File: src/rtl/saturn_bus_fetch.sv
// Instruction-fetch controller for the nibble-wide HP48 bus: reloads the bus PC on jumps and streams PC_READ nibbles.
// Optional statistics counters are enabled by defining SATURN_BUS_FETCH_STATS_EN.
module saturn_bus_fetch #(
    parameter int          ADDR_W      = 20,
    parameter logic [3:0]  CMD_NOP     = 4'h0,
    parameter logic [3:0]  CMD_PC_READ = 4'h1,
    parameter logic [3:0]  CMD_LOAD_PC = 4'h4
) (
    input  logic              clk,
    input  logic              reset,
    input  logic              i_en_bus_send,
    input  logic              i_en_bus_recv,
    input  logic [ADDR_W-1:0] i_pc,
    input  logic              i_stalled,
    output logic              o_bus_strobe,
    output logic [3:0]        o_bus_cmd,
    output logic [3:0]        o_bus_nibble_out,
    input  logic [3:0]        i_bus_nibble_in,
    output logic [3:0]        o_nibble,
    output logic              o_nibble_valid,
    output logic              o_fetch_stall
`ifdef SATURN_BUS_FETCH_STATS_EN
    ,
    output logic [31:0]       o_read_count,
    output logic [31:0]       o_reload_count
`endif
);

    localparam logic [2:0] LAST_IDX = 3'(ADDR_W / 4 - 1);

    typedef enum logic {S_LOAD, S_READ} state_t;

    state_t            state, state_d;
    logic [2:0]        load_idx, load_idx_d;
    logic [ADDR_W-1:0] load_addr, load_addr_d;
    logic [ADDR_W-1:0] r_addr, r_addr_d;
    logic [ADDR_W-1:0] addr_eff;
    logic              need_latch, need_latch_d;
    logic              rd_pending, rd_pending_d;
    logic              strobe_d, valid_d, stall_d;
    logic [3:0]        cmd_d, nib_out_d, nibble_d;

    always_comb begin
        state_d      = state;
        load_idx_d   = load_idx;
        load_addr_d  = load_addr;
        r_addr_d     = r_addr;
        need_latch_d = need_latch;
        rd_pending_d = rd_pending;
        strobe_d     = 1'b0;
        cmd_d        = CMD_NOP;
        nib_out_d    = 4'h0;
        nibble_d     = o_nibble;
        valid_d      = 1'b0;
        stall_d      = o_fetch_stall;
        addr_eff     = need_latch ? i_pc : load_addr;

        if (i_en_bus_send) begin
            case (state)
                S_LOAD: begin
                    // A fresh reload captures the core PC on its first slot; address goes out LSB nibble first
                    load_addr_d  = addr_eff;
                    need_latch_d = 1'b0;
                    strobe_d     = 1'b1;
                    cmd_d        = CMD_LOAD_PC;
                    nib_out_d    = addr_eff[4*load_idx +: 4];
                    if (load_idx == LAST_IDX) begin
                        r_addr_d   = addr_eff;
                        load_idx_d = 3'd0;
                        state_d    = S_READ;
                    end else begin
                        load_idx_d = load_idx + 3'd1;
                    end
                end
                S_READ: begin
                    if (i_pc != r_addr) begin
                        state_d      = S_LOAD;
                        need_latch_d = 1'b1;
                        load_idx_d   = 3'd0;
                        stall_d      = 1'b1;
                    end else if (!i_stalled) begin
                        strobe_d     = 1'b1;
                        cmd_d        = CMD_PC_READ;
                        rd_pending_d = 1'b1;
                    end
                end
                default: state_d = S_LOAD;
            endcase
        end else if (i_en_bus_recv && rd_pending) begin
            // The bus PC auto-increments on every read, so the local pointer follows it
            nibble_d     = i_bus_nibble_in;
            valid_d      = 1'b1;
            r_addr_d     = r_addr + 1'b1;
            stall_d      = 1'b0;
            rd_pending_d = 1'b0;
        end
    end

    always_ff @(posedge clk) begin
        if (!reset) begin
            state            <= S_LOAD;
            load_idx         <= 3'd0;
            load_addr        <= '0;
            r_addr           <= '0;
            need_latch       <= 1'b1;
            rd_pending       <= 1'b0;
            o_bus_strobe     <= 1'b0;
            o_bus_cmd        <= CMD_NOP;
            o_bus_nibble_out <= 4'h0;
            o_nibble         <= 4'h0;
            o_nibble_valid   <= 1'b0;
            o_fetch_stall    <= 1'b1;
        end else begin
            state            <= state_d;
            load_idx         <= load_idx_d;
            load_addr        <= load_addr_d;
            r_addr           <= r_addr_d;
            need_latch       <= need_latch_d;
            rd_pending       <= rd_pending_d;
            o_bus_strobe     <= strobe_d;
            o_bus_cmd        <= cmd_d;
            o_bus_nibble_out <= nib_out_d;
            o_nibble         <= nibble_d;
            o_nibble_valid   <= valid_d;
            o_fetch_stall    <= stall_d;
        end
    end

`ifdef SATURN_BUS_FETCH_STATS_EN
    function automatic logic [31:0] sat_inc(input logic [31:0] v);
        return (v == 32'hFFFF_FFFF) ? v : v + 32'd1;
    endfunction

    logic reload_start;
    assign reload_start = i_en_bus_send && (state == S_LOAD) && need_latch;

    // Each S_LOAD entry is counted on the slot that latches its target address
    always_ff @(posedge clk) begin
        if (!reset) begin
            o_read_count   <= 32'd0;
            o_reload_count <= 32'd0;
        end else begin
            if (strobe_d && (cmd_d == CMD_PC_READ))
                o_read_count <= sat_inc(o_read_count);
            if (reload_start) begin
                o_reload_count <= sat_inc(o_reload_count);
`ifdef SIM
                $display("BUS_FETCH LOAD_PC %05h", i_pc);
`endif
            end
        end
    end
`endif

endmodule

File: config.mk
export PLATFORM = sky130hd
export DESIGN_NAME = saturn_bus_fetch
export DESIGN_NICKNAME = d
export VERILOG_FILES = /design/src/rtl/saturn_bus_fetch.sv
export SDC_FILE = /design/constraint.sdc
export NUM_CORES = 1
export LEC_CHECK = 0
export ABC_CLOCK_PERIOD_IN_PS = 2100
export CAP_MARGIN = 25
export CORE_UTILIZATION = 30
export CTS_CLUSTER_SIZE = 40
export DETAILED_ROUTE_END_ITERATION = 8
export GPL_TIMING_DRIVEN = 0
export PLACE_DENSITY = 0.52
export SETUP_SLACK_MARGIN = 0.15
export SYNTH_ARGS = -nofsm -noshare
export SYNTH_HDL_FRONTEND = slang
export SYNTH_SLANG_ARGS = --single-unit
export TNS_END_PERCENT = 20
File: constraint.sdc
create_clock -name clk -period 2.1 [get_ports clk]
set_input_delay 0.525 -clock clk [delete_from_list [all_inputs] [get_ports clk]]
set_output_delay 0.525 -clock clk [all_outputs]
set_load 0.02 [all_outputs]
==> results.md <==
* Status: complete, no violations
* Post-synthesis sequential area ratio at between 30% and 40%
* Routed wire per std cell at about 19 um
* Core area at roughly 11000 um2
* Total Die Area at around 12000 um2
* Switching Fraction at between 20% and 30%
* Share of cells above drive strength 1 at between 10% and 20%
* Drt pass-1 iters at 7
* Die Width at roughly 110 um
* Initial antenna violation count at 0
* Worst skew pair latency at roughly 0.34 ns
* WP data arrival at 2.18 ns
* Yosys reg bits at 59
* Dpl cells at ~590
* Root Buffer: clkbuf_16
* CP max FO at 8
* WHS at between 0.4 and 0.5 ns
* Clock transition at path regs at 0.06 ns
* Primary FF master, synth: dfxtp_1
* Post-synth EDFFs at 0
* Unrepaired setup endpoints after global routing: true
* Worst reg-to-reg setup slack at approximately 0.17 ns
* HPWL after DPL at 8607 um
* Row count at 38
* I/O pin count at 44
* Peak Freq at ~520 MHz
* Critical path class: reg2reg
* Final Max Tran Viols at 0
* P_sw at 834.4 uW
* CTS Buf Count at 9
* DRT iter0 DRCs at 370
* Detail Route Antenna Nets at 0
* Area growth from synthesis to layout at 30.79%
* Mapped cell area at 3426 um2
* Combinational power share at between 10 and 15%
* Vias per cell at between 5 and 6
* Final RePlAce weighted congestion at between 0.8 and 0.9
* Largest net degree at the start of global routing at 12
* Ant diodes at 0
* Layout Nets at just over 500
* Commonest cells after routing, fill and taps aside: dfxtp_1 (59), nor2_1 (43), clkdlybuf4s50_1 (39), a21oi_1 (34), mux2i_1 (29)
* CTS tree: yes
* DRC at 0
* GR Util met2 at between 30% and 40%
* GR peak layer: met2
* H-tree Lvls at 3
* Critical path origin: r_addr[1]$_SDFFE_PN0P_
* Sink Count at slightly below 60
* Crit share post-route at 91.89%
* Sequential power share at roughly 40%
* # setup viols final at 0
* Critical Path Source Type: flop
* Clock buffer depth at 2
* Critical Path RT at about 2.4 ns
* I/O Buffers at 40
* First-pass GRT wire length at approximately 18000 um
* Power, Total at between 2000 and 3000 uW
* Vias at 3442
* GRT overflow at 0
* Fin. Hold Viols at 0
* Minimum clock period at ~1.9 ns
* Initial Util at 31.19%
* Leak pwr at approximately 0.0017 uW
* Worst slew margin at about three fifths
* Die height at approximately 110 um
* Crit. End Element: flop
* Cell variety after synth at 63
* Met1 Usage GRT at 26.95%
* Maxcap violations at 0
* Hold-fix buffers, CTS at 0
* Setup Total Neg Slack at 0 ns
* Worst R2R Start: r_addr[1]$_SDFFE_PN0P_
* GRT Total Usage at between 20% and 30%
* Clk_skew at around 0.0031 ns
* Ys async rst share at 0%
* Cell-internal power at 2144 uW
* Synth Instances at 413
* M3 GR Usage at 4.184%
* Final std cells w/o fill at 617
* Vias in the first global route at 3145
* Warning count from the yosys run at 0
* Syn avg cell area at 8.295 um2
* Max IR drop VDD at around 0.00033 V
* Worst hold start: o_nibble[2]$_SDFFE_PN0P_
* Final wirelength at 11620 um
* PwrDens at 664.6 nW/um2
* HP Class: reg2reg
* Clock share of power at between 40% and 50%
* Worst-Margin Slew at between 0.6 and 0.7 ns
* Most common cell after layout, fill and taps aside: dfxtp_1
[path summary, 6_finish.rpt]
path,end,depth (start not counted)
worst max-delay path,r_addr[14]$_SDFFE_PN0P_,5
worst min-delay path,o_nibble[2]$_SDFFE_PN0P_,2
worst max register to register,r_addr[14]$_SDFFE_PN0P_,5
worst min register to register,o_nibble[2]$_SDFFE_PN0P_,2
[metrics by stage]
| stage | utilization (%) | instance area [um2] | setup WS (ns) |
|---|---|---|---|
| floorplan | - | 3433 | 0.2078 |
| CTS | 40.04 | 4398 | 0.07931 |
| finish | 40.80 | 4481 | 0.1704 |
| global placement | 36.50 | 4009 | -0.5381 |
| global route | 40.80 | 4481 | 0.1009 |
| detailed placement | 36.50 | 4009 | -0.4850 |
[registers in the layout, summed over array words and instances, names as in the netlist]
register,cells
load_addr,20
r_addr,20
o_bus_nibble_out,4
o_nibble,4
load_idx,3
o_bus_cmd,2
need_latch,1
o_bus_strobe,1
o_fetch_stall,1
o_nibble_valid,1
rd_pending,1
state,1
[power by group through the flow]
stage          registers, uW  logic, uW  clock network [uW]
2_1_floorplan           1210        234                   0
3_3_place_gp            1200        411                   0
3_5_place_dp            1200        409                   0
5_1_grt                 1190        474                1440
4_1_cts                 1180        420                1390
6_report                1180        439                1360
[critical path, stage by stage (launching register included)]
cell and delay, ns:
dfxtp_1 0.45, ha_1 0.23, nand3_2 0.17, or4_4 0.50, o31a_1 0.26, a311oi_1 0.22
[synth_stat cells (3+ instances only)]
cell,number,area (um2)
mux2_2,4,45.04
a31oi_1,7,43.79
nand3_1,13,65.06
ha_1,3,37.54
o31ai_1,4,30.03
buf_4,7,52.55
nor2_1,45,168.9
o21ai_0,9,45.04
nor3_1,13,65.06
a21oi_1,34,170.2
o211ai_1,4,30.03
and4_1,4,35.03
nand3b_1,3,22.52
nor4_1,7,43.79
a221oi_1,6,52.55
or3_1,3,18.77
a211oi_1,13,97.59
nand2_1,30,112.6
mux2i_1,29,290.3
nand4_1,11,68.82
xor2_1,12,105.1
dfxtp_1,59,1181
and2_1,4,25.02
buf_1,3,11.26
clkbuf_1,17,63.81
xnor2_1,8,70.07
buf_2,7,35.03
inv_1,7,26.28
[metal layers]
metal,share of wire (%),vias to the layer above
li1,-,1644
met1,44,1634
met2,46,139
met3,7.0,25
met4,3.3,0
met5,0,-
[cell type report]
class	instances	area, um2
timing repair buffer	47	459.2
buffer	35	221.5
fill	1098	6502
sequential	59	1181
clock buffer	9	225.2
inverter	8	33.78
tap	140	175.2
clock inverter	7	45.04
multi-input combinational	312	2140
[logic make-up (layout without fill, tap and decap cells)]
group	count (synthesis)	after routing	share of synthesized area (%)
AND/OR/NAND/NOR	151	151	22.68
AO/OA/AOI/OAI	101	101	19.65
flip-flops	59	59	34.48
buffers and inverters	43	106	5.770
multiplexers	35	35	11.10
XOR/XNOR	20	20	5.113
adder cells (fa/ha/maj)	3	3	1.096
other	1	2	0.1095
[what timing repair did]
action / CTS / global route
pin swaps: 1 / 1
endpoints found under the setup margin: 55 / 40
setup buffers: 5 / 2
resized for setup: 24 / 23
(Power assumes the default switching activity.)
